`src/rtl/mem_dma.sv`:
```
// Word-granular DMA engine: copies a block of words or fills a region with a constant
// pattern through the shared single-port data memory (async read, sync write).
module mem_dma #(
    parameter int unsigned LEN_W = 11
) (
    input  logic             clk,
    input  logic             reset,
    input  logic             start,
    input  logic             mode,
    input  logic [31:0]      src_addr,
    input  logic [31:0]      dst_addr,
    input  logic [LEN_W-1:0] len,
    input  logic [31:0]      fill_data,
    input  logic             abort,
    output logic             busy,
    output logic             done,
    output logic [LEN_W-1:0] count,
    output logic             r_en,
    output logic             w_en,
    output logic [31:0]      addr,
    output logic [31:0]      wdata,
    input  logic [31:0]      rdata
);

    typedef enum logic [1:0] {
        StIdle,
        StRead,
        StWrite
    } state_t;

    state_t             state;
    logic               mode_fill;
    logic [31:0]        src_base;
    logic [31:0]        dst_base;
    logic [LEN_W-1:0]   len_reg;
    logic [31:0]        fill_reg;
    logic [LEN_W-1:0]   idx;
    logic [LEN_W-1:0]   idx_next;
    logic               last;

    always_comb begin
        idx_next = idx + 1'b1;
        last     = (idx_next == len_reg);
    end

    // All memory-side outputs are registers, set up one edge ahead of the cycle they
    // describe, so they never glitch and the async reset clears them immediately.
    always_ff @(posedge clk or posedge reset) begin
        if (reset) begin
            state     <= StIdle;
            mode_fill <= 1'b0;
            src_base  <= '0;
            dst_base  <= '0;
            len_reg   <= '0;
            fill_reg  <= '0;
            idx       <= '0;
            busy      <= 1'b0;
            done      <= 1'b0;
            count     <= '0;
            r_en      <= 1'b0;
            w_en      <= 1'b0;
            addr      <= '0;
            wdata     <= '0;
        end else begin
            done <= 1'b0;
            case (state)
                StIdle: begin
                    if (start) begin
                        mode_fill <= mode;
                        src_base  <= src_addr;
                        dst_base  <= dst_addr;
                        len_reg   <= len;
                        fill_reg  <= fill_data;
                        idx       <= '0;
                        count     <= '0;
                        if (len == '0) begin
                            done <= 1'b1;
                        end else if (mode) begin
                            state <= StWrite;
                            busy  <= 1'b1;
                            w_en  <= 1'b1;
                            addr  <= dst_addr;
                            wdata <= fill_data;
                        end else begin
                            state <= StRead;
                            busy  <= 1'b1;
                            r_en  <= 1'b1;
                            addr  <= src_addr;
                        end
                    end
                end

                StRead: begin
                    r_en <= 1'b0;
                    if (abort) begin
                        state <= StIdle;
                        busy  <= 1'b0;
                        addr  <= '0;
                        wdata <= '0;
                    end else begin
                        // wdata doubles as the data register holding the word just read
                        state <= StWrite;
                        w_en  <= 1'b1;
                        addr  <= dst_base + 32'(idx);
                        wdata <= rdata;
                    end
                end

                StWrite: begin
                    // The write of this cycle always lands, so it is counted even on abort
                    count <= count + 1'b1;
                    idx   <= idx_next;
                    if (last || abort) begin
                        state <= StIdle;
                        busy  <= 1'b0;
                        done  <= ~abort;
                        w_en  <= 1'b0;
                        addr  <= '0;
                        wdata <= '0;
                    end else if (mode_fill) begin
                        addr  <= dst_base + 32'(idx_next);
                        wdata <= fill_reg;
                    end else begin
                        state <= StRead;
                        w_en  <= 1'b0;
                        r_en  <= 1'b1;
                        addr  <= src_base + 32'(idx_next);
                        wdata <= '0;
                    end
                end

                default: begin
                    state <= StIdle;
                    busy  <= 1'b0;
                    r_en  <= 1'b0;
                    w_en  <= 1'b0;
                    addr  <= '0;
                    wdata <= '0;
                end
            endcase
        end
    end

endmodule

```
`config.mk`:
```
export PLATFORM = sky130hd
export DESIGN_NAME = mem_dma
export DESIGN_NICKNAME = d
export VERILOG_FILES = /design/src/rtl/mem_dma.sv
export SDC_FILE = /design/constraint.sdc
export NUM_CORES = 1
export LEC_CHECK = 0
export BUFFER_PORTS_ARGS = -buffer_cell sky130_fd_sc_hd__buf_2
export CORE_ASPECT_RATIO = 2
export CORE_MARGIN = 2
export CORE_UTILIZATION = 61
export CTS_CLUSTER_SIZE = 20
export DETAILED_ROUTE_END_ITERATION = 12
export PLACE_DENSITY_LB_ADDON = 0.15
export SYNTH_ARGS = -nofsm -noshare
export SYNTH_HDL_FRONTEND = slang
export SYNTH_SLANG_ARGS = --single-unit
```
`constraint.sdc`:
```
create_clock -name clk -period 9.9 [get_ports clk]
set_input_delay 0.99 -clock clk [delete_from_list [all_inputs] [get_ports clk]]
set_output_delay 0.99 -clock clk [all_outputs]
set_load 0.03 [all_outputs]
```
==> run summary, run 1 <==
clock tree from TritonCTS -> done
GRT met2 Usage -> 58.03%
WL per Instance -> 20.01 um
wire length of the first global-routing pass -> 52.83 mm
number of nets in the layout -> 1,632
CP startpoint kind -> flop
number of detailed-routing iterations run before antenna repair -> 6
number of warnings printed during yosys synthesis -> 0
Horiz. Die Dim -> 101.1 um
ratio of routed vias to standard cells -> 6.144
Slew @ Worst Pin -> 1.234 ns
number of global-route vias before repair -> 10,276
overall overflow remaining after global route -> 0
ports placed on the boundary -> 223
pin count of the biggest net entering global routing -> 132
register area share after synthesis -> 43.51%
number of enable-type register cells in the synthesized netlist -> 0
P&R area growth vs syn -> 15.20%
most frequent cell after synthesis -> sky130_fd_sc_hd__nand2_1
worst path required time -> 10.23 ns
worst reg2reg setup slack -> 6.20 ns
startpoint of the worst setup timing path -> idx[0]
fraction of synthesized cell area taken by the top area cell type -> 43.51%
Avg Cell Area, Syn -> 8.889 um^2
TNS Setup -> 0 ns
Worst R2R End -> addr[20]
top post-synthesis cells by area -> sky130_fd_sc_hd__dfrtp_1 (44%), sky130_fd_sc_hd__nand2_1 (12%), sky130_fd_sc_hd__mux2i_1 (3.8%)
number of instances in the synthesized netlist -> 1,294
end-of-flow core utilization -> 71.03%
Synth Cell Area -> 11,500 um^2
proportion of register bits with asynchronous set or reset after synthesis -> 100.0%
category of the critical setup timing path -> reg2reg
critical path endpoint -> addr[20]
Fillers -> 1,530
class of the most critical hold timing path -> reg2reg
number of distinct library cell variants in the gate-level netlist after synthesis -> 72
Sinks on Clock Net -> 200
initial standard-cell utilization of the core -> 61.66%
final clock period utilization by the worst path -> 37.34%
IO buf count -> 222
worst-skew pair later-pin latency -> 0.48 ns
Hold Vio Cnt, Final -> 0
clock buffer count from CTS -> 17
IR drop worst, VDD -> 0.1972 mV
Clock transition at path regs -> 0.08 ns
outcome -> finished clean
Post-DP HPWL -> 23.40 mm
number of hold buffers added after CTS -> 0
worst path cell trace -> ha_1, inv_1, fa_1, nor2b_1, o31a_1, o221a_2, o2111ai_1, a31oi_1, nand4_1, xnor2_1, a221oi_1, o21ai_0
core box area -> 18,660 um^2
RSZ-0062 raised after global routing -> no
met3 Track Usage GR -> 6.248%
Fmax achieved -> 270.5 MHz
Max-slew headroom -> 17.73%
worst path buffer plus inverter count -> 1
setup fix buffers added after clock tree synthesis -> 0
leak pwr -> 6.624 nW
met1 Resource Use GR -> 39.69%
delay contributed by the slowest stage of the critical path -> 0.74 ns
final routed wirelength across all metal layers -> 33.93 mm
Power Dens Cells -> 312.9 nW/um^2
Clk Tree Root Cell -> sky130_fd_sc_hd__clkbuf_16
number of pins exceeding their max-slew limit in the final report -> 0
largest buffer count on any clock path -> 2
DIE AREA -> 20,040 um^2
last weighted congestion value of the routability-driven placer -> 0.9789
biggest fanout along the worst timing path -> 9
Levels on crit path -> 12
Starting DRT DRC Count -> 568
clock period minus final worst setup slack -> 3.696 ns
post-cts repair resize count -> 0
number of max-capacitance violations reported -> 0
total number of vias -> 10,420
data arrival time at the worst-slack endpoint -> 4.02 ns
post-route antenna net violation count -> 0
Final setup violation count -> 0
register bit total from synthesis -> 200
worst clock skew -> 0.01368 ns
gate family responsible for the most delay along the worst path -> compound AO/OA/AOI/OAI gates
number of standard-cell rows in the floorplan -> 71
most congested layer reported by global routing -> met2
slowest CP cell -> sky130_fd_sc_hd__a31oi_1
H-Tree Level Count -> 4
DRC errors left -> 0
Post-synth top cells -> sky130_fd_sc_hd__nand2_1 (378), sky130_fd_sc_hd__dfrtp_1 (200), sky130_fd_sc_hd__nor2_1 (78), sky130_fd_sc_hd__clkbuf_1 (62), sky130_fd_sc_hd__xnor2_1 (47)
post-synthesis net count -> 1,464
antenna violations before repair -> 1
type of element capturing the critical path -> flop
cell accounting for the most synthesized area -> sky130_fd_sc_hd__dfrtp_1
share of layout cells above drive strength 1 -> 20.68%
worst r2r src -> idx[0]
worst reg2reg path depth -> 12
All-Layer GR Usage -> 34.47%
most instantiated flip-flop cell in the synthesis netlist -> sky130_fd_sc_hd__dfrtp_1
die span in y -> 198.2 um
## final cells by class
| type | instances | area [um^2] | share of cell area (%) |
|---|---|---|---|
| multi-input combinational | 999 | 6102 | 46.05 |
| sequential | 200 | 5006 | 37.78 |
| clock inverter | 15 | 202.7 | 1.530 |
| antenna | 2 | 5.005 | 0.03777 |
| timing repair buffer | 231 | 1179 | 8.895 |
| inverter | 13 | 56.30 | 0.4249 |
| clock buffer | 17 | 425.4 | 3.211 |
| tap | 219 | 274.0 | 2.068 |
## worst min-delay path by stage
stage          slack, ns           end          from  depth (start not counted)
2_1_floorplan       0.44  src_base[16]  src_base[16]                          2
3_3_place_gp        0.45  src_base[18]  src_base[18]                          2
3_5_place_dp        0.45  src_base[18]  src_base[18]                          2
4_1_cts             0.47  src_base[18]  src_base[18]                          2
5_1_grt             0.50  src_base[18]  src_base[18]                          2
6_report            0.47  src_base[18]  src_base[18]                          2
## cells in the final DEF (no fill, tap or decap), types with 6 or more instances in the layout
cell,synthesis,final
sky130_fd_sc_hd__mux2_2,14,14
sky130_fd_sc_hd__o22ai_1,10,10
sky130_fd_sc_hd__nor2b_1,12,12
sky130_fd_sc_hd__o21ai_0,44,44
sky130_fd_sc_hd__buf_4,3,9
sky130_fd_sc_hd__nor3_1,27,27
sky130_fd_sc_hd__inv_1,11,10
sky130_fd_sc_hd__nor2_1,78,76
sky130_fd_sc_hd__nand2_1,378,377
sky130_fd_sc_hd__xnor3_1,7,7
sky130_fd_sc_hd__inv_6,0,6
sky130_fd_sc_hd__xor2_1,35,35
sky130_fd_sc_hd__nand4_1,9,9
sky130_fd_sc_hd__ha_1,24,24
sky130_fd_sc_hd__a21oi_1,45,44
sky130_fd_sc_hd__nand3_1,32,32
sky130_fd_sc_hd__xnor2_1,47,47
sky130_fd_sc_hd__dfrtp_1,200,199
sky130_fd_sc_hd__a221o_1,34,34
sky130_fd_sc_hd__a221oi_1,14,14
sky130_fd_sc_hd__mux2i_1,44,44
sky130_fd_sc_hd__buf_2,3,222
sky130_fd_sc_hd__a21o_1,7,7
sky130_fd_sc_hd__clkbuf_16,0,17
sky130_fd_sc_hd__and3_1,7,7
sky130_fd_sc_hd__a22oi_1,37,37
## metal layers
metal / share of wire [%] / vias up
li1: - / 4851
met1: 36 / 4999
met2: 52 / 442
met3: 6.0 / 128
met4: 6.1 / 0
met5: 0 / -
## power breakdown
part | internal, W | leakage [nW] | total (W) | switching (W)
Combinational | 0.000699 | 3.79 | 0.00192 | 0.00122
Clock | 0.000387 | 0.301 | 0.000744 | 0.000357
Sequential | 0.00116 | 2.53 | 0.00149 | 0.000328
Total | 0.00224 | 6.62 | 0.00415 | 0.00190
## cell families (layout without fill, tap and decap cells)
logic type,Yosys count,in the layout,synth area share (%)
and+or+nand+nor,579,579,21.37
AOI/OAI and AO/OA,245,245,15.24
other,0,2,0
muxes,58,58,5.200
xor gates and xnor gates,91,91,8.028
DFF,200,200,43.51
adders and majority gates,26,26,2.959
buffers and inverters,95,276,3.688
## tightest hold or removal path: stages, from the launching register on
cell and delay (ns):
sky130_fd_sc_hd__dfrtp_1 0.34, sky130_fd_sc_hd__nand2_1 0.05, sky130_fd_sc_hd__nand2_1 0.05
## through the flow
step                cells  hold slack (ns)  setup slack (ns)  cell area (um^2)  total power, W
global route         1695           0.4976             5.997             13250        0.004405
CTS                  1694           0.4720             6.266             13250        0.004132
global placement     1662           0.4510             6.248             12620        0.003340
floorplan            1294           0.4379             3.456             11500        0.002818
detailed placement   1662           0.4539             6.209             12620        0.003383
finish               1696           0.4672             6.204             13250        0.004145
(Power assumes the default switching activity.)
==> inputs of run 2 (changes only) <==
--- a/config.mk
+++ b/config.mk
@@ -8,7 +8,7 @@
 export BUFFER_PORTS_ARGS = -buffer_cell sky130_fd_sc_hd__buf_2
 export CORE_ASPECT_RATIO = 2
 export CORE_MARGIN = 2
-export CORE_UTILIZATION = 61
+export CORE_UTILIZATION = 56
 export CTS_CLUSTER_SIZE = 20
 export DETAILED_ROUTE_END_ITERATION = 12
 export PLACE_DENSITY_LB_ADDON = 0.15
==> constraint.sdc (replaced) <==
create_clock -name clk -period 3.5 [get_ports clk]
set_input_delay 0.35 -clock clk [delete_from_list [all_inputs] [get_ports clk]]
set_output_delay 0.35 -clock clk [all_outputs]
set_load 0.03 [all_outputs]
==> run 2 against run 1 <==
  * Die area rose by 8.7%
  * First-iteration DRC count increased by 17%
  * Sequential power increased to 2.8 times the previous value
  * Critical path depth increased by 2
  * Register-to-register slack worse by 5.9 ns
  * Final area grew 1.8%
  * Non-clock buffer count grew 26
  * Via count increased by 1.5%
  * Sequential share of layout area is 0.67 points lower
  * Critical path type unchanged
  * Largest power group unchanged
  * Highest routed layer unchanged
==> run summary, run 2 (synthesized netlist as in run 1, its figures left out) <==
initial standard-cell utilization of the core -> 56.73% (-4.9 points)
worst r2r src -> idx[0]
share of layout cells above drive strength 1 -> 21.99% (+1.3 points)
worst-skew pair later-pin latency -> 0.45 ns (-0.03 ns)
wire length of the first global-routing pass -> 54.42 mm (+3.0%)
CP startpoint kind -> flop
leak pwr -> 6.732 nW (+1.6%)
setup fix buffers added after clock tree synthesis -> 0 (unchanged)
type of element capturing the critical path -> flop
Fmax achieved -> 308.9 MHz (+14%)
sum of met3 wire segment lengths after detailed routing -> 1.917 mm (-6.3%)
number of max-capacitance violations reported -> 0 (unchanged)
TNS Setup -> 0 ns (unchanged)
WL per Instance -> 19.68 um (-1.6%)
uppermost routed layer -> met4
category of the critical setup timing path -> reg2reg
clock tree from TritonCTS -> done
Worst R2R End -> addr[20]
Max-slew headroom -> 31.11% (+13 points)
worst reg2reg path depth -> 14 (+2)
Post-DP HPWL -> 25.12 mm (+7.3%)
overall overflow remaining after global route -> 0 (unchanged)
wire length on met2 -> 18.42 mm (+3.9%)
DRC errors left -> 0 (unchanged)
DIE AREA -> 21,770 um^2 (+8.7%)
post-route antenna net violation count -> 0 (unchanged)
number of global-route vias before repair -> 10,591 (+3.1%)
number of standard-cell rows in the floorplan -> 74 (+4.2%)
final routed wirelength across all metal layers -> 34.80 mm (+2.6%)
die span in y -> 206.7 um (+4.3%)
placed cell areas -> 12,920 um^2 (+2.4%)
total number of vias -> 10,574 (+1.5%)
RSZ-0062 raised after global routing -> no
pin count of the biggest net entering global routing -> 90 (-32%)
post-layout instance area -> 13,490 um^2 (+1.8%)
Clock transition at path regs -> 0.07 ns (about the same)
number of hold buffers added after CTS -> 0 (unchanged)
total power after layout -> 0.01171 W (+180%)
Horiz. Die Dim -> 105.3 um (+4.2%)
number of detailed-routing iterations run before antenna repair -> 5 (-1)
Starting DRT DRC Count -> 667 (+17%)
Sinks on Clock Net -> 200 (unchanged)
metal1 wirelength -> 12.17 mm (+0.60%)
clock buffer count from CTS -> 17 (unchanged)
Final setup violation count -> 0 (unchanged)
number of nets in the layout -> 1,658 (+1.6%)
core box area -> 20,280 um^2 (+8.7%)
most common library cell in the layout ignoring fill and taps -> sky130_fd_sc_hd__nand2_1
worst reg2reg setup slack -> 0.26 ns (-5.94 ns)
clock period minus final worst setup slack -> 3.238 ns (-0.4586 ns)
All-Layer GR Usage -> 32.25% (-2.2 points)
most used cells in the layout excluding fill and tap cells -> sky130_fd_sc_hd__nand2_1 (377), sky130_fd_sc_hd__buf_2 (222), sky130_fd_sc_hd__dfrtp_1 (199), sky130_fd_sc_hd__nor2_1 (76), sky130_fd_sc_hd__xnor2_1 (47)
Hold Vio Cnt, Final -> 0 (unchanged)
IR drop worst, VDD -> 0.4823 mV (+140%)
Fillers -> 1,770 (+16%)
H-Tree Level Count -> 4 (unchanged)
Slew @ Worst Pin -> 1.031 ns (-0.2029 ns)
ports placed on the boundary -> 223 (unchanged)
antenna violations before repair -> 1 (unchanged)
ratio of routed vias to standard cells -> 5.981 (-2.7%)
post-cts repair resize count -> 0 (unchanged)
P&R area growth vs syn -> 17.28%
IO buf count -> 222 (unchanged)
data arrival time at the worst-slack endpoint -> 3.55 ns (-0.47 ns)
number of pins exceeding their max-slew limit in the final report -> 0 (unchanged)
biggest fanout along the worst timing path -> 8 (-1)
Power Dens Cells -> 867.7 nW/um^2 (+180%)
final clock period utilization by the worst path -> 92.50% (+55 points)
largest buffer count on any clock path -> 2 (unchanged)
outcome -> finished clean
class of the most critical hold timing path -> in2async
last weighted congestion value of the routability-driven placer -> 0.9647 (-1.5%)
Clk Tree Root Cell -> sky130_fd_sc_hd__clkbuf_16
worst clock skew -> 0.01142 ns (-0.002262 ns)
worst path required time -> 3.81 ns (-6.42 ns)
==> run 2: metal layers <==
layer | track usage (%) | vias up
met5 | 0 | -
met4 | 21.90 | 0
met3 | 5.243 | 138
met2 | 57.12 | 440
met1 | 35.10 | 5106
li1 | - | 4890
==> run 2: how the worst max path moves through the flow <==
stage | cells after the start | start | end | slack [ns]
finish | 14 | idx[0] | addr[20] | 0.26
global route | 14 | idx[0] | addr[20] | 0.03
CTS | 14 | idx[0] | addr[20] | 0.29
detailed placement | 12 | idx[1] | addr[23] | 0.33
global placement | 12 | idx[1] | addr[23] | 0.39
floorplan | 18 | mode_fill | addr[13] | 0.00005
==> run 2: worst max-delay path, stage by stage (launching register included) <==
cell,delay (ns)
sky130_fd_sc_hd__dfrtp_1,0.36
sky130_fd_sc_hd__buf_4,0.16
sky130_fd_sc_hd__ha_1,0.19
sky130_fd_sc_hd__inv_1,0.06
sky130_fd_sc_hd__fa_1,0.43
sky130_fd_sc_hd__nor2b_1,0.17
sky130_fd_sc_hd__o31a_1,0.19
sky130_fd_sc_hd__o221a_2,0.23
sky130_fd_sc_hd__o2111ai_1,0.14
sky130_fd_sc_hd__a31oi_1,0.27
sky130_fd_sc_hd__buf_4,0.21
sky130_fd_sc_hd__nand4_1,0.13
sky130_fd_sc_hd__xnor2_1,0.15
sky130_fd_sc_hd__a221oi_1,0.26
sky130_fd_sc_hd__o21ai_0,0.15
==> run 2: where the power goes <==
| group | switching, W | internal [W] | total (W) | leakage, nW |
|---|---|---|---|---|
| Combinational | 0.00357 | 0.00208 | 0.00565 | 3.93 |
| Sequential | 0.000843 | 0.00328 | 0.00412 | 2.53 |
| Clock | 0.000925 | 0.00101 | 0.00194 | 0.269 |
| Total | 0.00533 | 0.00637 | 0.0117 | 6.73 |
==> run 2: per-stage QoR <==
step | utilization, % | std cells | hold WS (ns) | setup slack, ns
2_1_floorplan | - | 1294 | 0.4379 | 0.00004663
3_3_place_gp | 63.74 | 1735 | 0.4497 | 0.3866
3_5_place_dp | 63.74 | 1735 | 0.4548 | 0.3341
4_1_cts | 66.52 | 1767 | 0.06442 | 0.2909
5_1_grt | 66.53 | 1768 | 0.1040 | 0.02540
6_report | 66.53 | 1768 | 0.05150 | 0.2623
==> run 2: cell type report <==
cell class              count  area, um^2  share of cell area [%]
multi-input cells         999        6108                   45.28
well taps                 266       332.8                   2.467
repair buffers            257        1424                   10.55
inverters                  13       52.55                  0.3895
diodes                      1       2.502                 0.01855
clock inverters            12       117.6                  0.8718
flip-flops and latches    200        5006                   37.11
clock buffers              20       446.7                   3.311
==> inputs of run 3 (changes only) <==
--- a/config.mk
+++ b/config.mk
@@ -5,10 +5,12 @@
 export SDC_FILE = /design/constraint.sdc
 export NUM_CORES = 1
 export LEC_CHECK = 0
+export ABC_CLOCK_PERIOD_IN_PS = 2650
 export BUFFER_PORTS_ARGS = -buffer_cell sky130_fd_sc_hd__buf_2
 export CORE_ASPECT_RATIO = 2
 export CORE_MARGIN = 2
-export CORE_UTILIZATION = 56
+export CORE_UTILIZATION = 51
+export CTS_CLUSTER_DIAMETER = 100
 export CTS_CLUSTER_SIZE = 20
 export DETAILED_ROUTE_END_ITERATION = 12
 export PLACE_DENSITY_LB_ADDON = 0.15
==> constraint.sdc (replaced) <==
create_clock -name clk -period 2.65 [get_ports clk]
set_input_delay 0.265 -clock clk [delete_from_list [all_inputs] [get_ports clk]]
set_output_delay 0.265 -clock clk [all_outputs]
set_load 0.03 [all_outputs]
==> run 3 against run 2 <==
  * The flow now finishes with violations (negative setup slack)
  * Worst hold slack got worse by 0.040 ns
  * First-iteration DRC count increased by 29%
  * Sequential share of layout area decreased by 5.4 points
  * Final area increased by 17%
  * Critical path type unchanged
  * Wire length increased by 16%
  * Non-clock buffer count increased by 173
  * Critical endpoint is now addr[15]
  * Flip-flop and latch count unchanged
  * Die area increased by 9.5%
==> run summary, run 3 (synthesized netlist as in run 1, its figures left out) <==
outcome -> finished with violations
violations in the final reports -> negative setup slack
final routed wirelength across all metal layers -> 40.54 mm (+16%)
Slew @ Worst Pin -> 0.7332 ns (-0.2980 ns)
number of nets in the layout -> 1,832 (+10%)
worst r2r src -> mode_fill
end-of-flow core utilization -> 71.41% (+4.9 points)
share of layout cells above drive strength 1 -> 33.57% (+12 points)
number of detailed-routing iterations run before antenna repair -> 5 (unchanged)
worst reg2reg setup slack -> -0.35 ns (-0.62 ns)
ratio of routed vias to standard cells -> 5.860 (-2.0%)
biggest fanout along the worst timing path -> 7 (-1)
total number of vias -> 11,439 (+8.2%)
Starting DRT DRC Count -> 862 (+29%)
Post-DP HPWL -> 27.83 mm (+11%)
P&R area growth vs syn -> 37.57%
Clk Tree Root Cell -> sky130_fd_sc_hd__clkbuf_16
category of the critical setup timing path -> reg2reg
Fmax achieved -> 332.9 MHz (+7.8%)
startpoint of the worst setup timing path -> mode_fill
internal power summed over all cells -> 0.009601 W (+51%)
sequential group share of total power -> 31.4% (-3.8 points)
worst clock skew -> 0.01250 ns (+0.001079 ns)
Hold Vio Cnt, Final -> 0 (unchanged)
last weighted congestion value of the routability-driven placer -> 0.9606 (-0.43%)
CP startpoint kind -> flop
Switching Share -> 45.23% (-0.34 points)
Clock transition at path regs -> 0.08 ns (about the same)
Power Dens Cells -> 1108 nW/um^2 (+28%)
Sinks on Clock Net -> 200 (unchanged)
largest buffer count on any clock path -> 2 (unchanged)
clock period minus final worst setup slack -> 3.004 ns (-0.2339 ns)
most used cells in the layout excluding fill and tap cells -> sky130_fd_sc_hd__nand2_1 (362), sky130_fd_sc_hd__buf_2 (222), sky130_fd_sc_hd__dfrtp_1 (195), sky130_fd_sc_hd__buf_4 (140), sky130_fd_sc_hd__nor2_1 (72)
Hold Slack -> 0.01121 ns (-0.04029 ns)
fraction of power consumed by the clock network -> 14.9% (-1.6 points)
RSZ-0062 raised after global routing -> yes
number of max-capacitance violations reported -> 0 (unchanged)
DRC errors left -> 0 (unchanged)
Horiz. Die Dim -> 110.2 um (+4.6%)
number of standard-cell rows in the floorplan -> 77 (+4.1%)
overall overflow remaining after global route -> 0 (unchanged)
delay contributed by the slowest stage of the critical path -> 0.51 ns (+0.08 ns)
IO buf count -> 222 (unchanged)
initial standard-cell utilization of the core -> 51.91% (-4.8 points)
NetSw -> 0.007929 W (+49%)
final clock period utilization by the worst path -> 113.4% (+21 points)
Max-slew headroom -> 51.12% (+20 points)
IR drop worst, VDD -> 0.6991 mV (+45%)
worst path cell trace -> buf_6, mux2_4, ha_4, nand3_2, nand2_2, a31oi_4, o31a_1, o211ai_4, buf_6, nand2_4, xor2_2, a221oi_2, o21ai_1
data arrival time at the worst-slack endpoint -> 3.35 ns (-0.20 ns)
number of cells after detailed placement -> 1,855 (+6.9%)
post-route antenna net violation count -> 0 (unchanged)
most common library cell in the layout ignoring fill and taps -> sky130_fd_sc_hd__nand2_1
antenna violations before repair -> 1 (unchanged)
worst hold path startpoint -> fill_data[13]
leak pwr -> 7.892 nW (+17%)
pin count of the biggest net entering global routing -> 82 (-8.9%)
clock buffer count from CTS -> 17 (unchanged)
slowest CP cell -> sky130_fd_sc_hd__dfrtp_2
clock tree from TritonCTS -> done
worst path required time -> 2.99 ns (-0.82 ns)
total power after layout -> 0.01753 W (+50%)
number of pins exceeding their max-slew limit in the final report -> 0 (unchanged)
core box area -> 22,160 um^2 (+9.3%)
ports placed on the boundary -> 223 (unchanged)
class of the most critical hold timing path -> in2reg
number of global-route vias before repair -> 11,593 (+9.5%)
Final setup violation count -> 58 (+58)
H-Tree Level Count -> 4 (unchanged)
final non-filler cell total -> 1,952 (+10%)
worst-skew pair later-pin latency -> 0.47 ns (+0.02 ns)
critical path's most frequent cell -> sky130_fd_sc_hd__buf_6
type of element capturing the critical path -> flop
die span in y -> 216.4 um (+4.7%)
WL per Instance -> 20.77 um (+5.5%)
Final WS setup -> -0.3538 ns (-0.6161 ns)
DIE AREA -> 23,840 um^2 (+9.5%)
wire length of the first global-routing pass -> 61.79 mm (+14%)
combinational share of power -> 53.7% (+5.4 points)
All-Layer GR Usage -> 34.51% (+2.3 points)
==> run 3: per-stage QoR <==
stage | instance area, um^2 | setup WS (ns) | setup TNS [ns]
after floorplan | 11660 | -0.6643 | -55.10
final | 15820 | -0.3538 | -9.137
after global placement | 13920 | -0.3812 | -10.65
after detailed placement | 13920 | -0.3754 | -12.28
after global routing | 15820 | -0.4993 | -15.87
after CTS | 15330 | -0.2785 | -7.892
==> run 3: cell type report <==
class                           instances  area (um^2)
Antenna cell                            2        5.005
Clock buffer                           21        460.4
Fill cell                            1757         6335
Clock inverter                         10        108.9
Tap cell                              276        345.3
Multi-Input combinational cell       1000         6794
Inverter                               13        52.55
Timing Repair Buffer                  430         3047
Sequential cell                       200         5011
==> run 3: path summary, 6_finish.rpt <==
path / to / depth (start not counted)
setup / recovery: addr[15] / 13
hold / removal: fill_reg[13] / 3
setup reg to reg: addr[15] / 13
hold reg to reg: src_base[0] / 2
max in group asynchronous: fill_reg[21] / 4
min in group asynchronous: addr[7] / 3
==> run 3: timing repair <==
action,4_1_cts,5_1_grt
gates resized for setup,74,92
hold endpoints to repair,46,0
gates cloned,5,0
endpoints found under the setup margin,69,70
buffers inserted,16,14
hold buffers,32,0
pin swaps,44,46
==> run 3: power groups by stage <==
stage	Sequential (W)	Clock [W]	Combinational [W]
finish	0.00550	0.00261	0.00942
global route	0.00565	0.00277	0.0101
CTS	0.00542	0.00265	0.00877
detailed placement	0.00545	0	0.00845
global placement	0.00542	0	0.00830
floorplan	0.00594	0	0.00483
==> run 3: worst max-delay path, delay by kind of cell, from the launching register on <==
family,cells,cell delay [ns]
AO/OA/AOI/OAI,5,1.05
flip-flops,1,0.51
multiplexers,1,0.32
buffers and inverters,2,0.31
adder cells (fa/ha/maj),1,0.29
AND/OR/NAND/NOR,3,0.24
XOR/XNOR,1,0.16
==> run 3: per-layer routing <==
| metal | GRT usage (%) | part of all wire (%) |
|---|---|---|
| met1 | 36.99 | 34 |
| met2 | 58.14 | 52 |
| met3 | 9.203 | 6.2 |
| met4 | 22.63 | 7.2 |
| met5 | 0 | 0 |
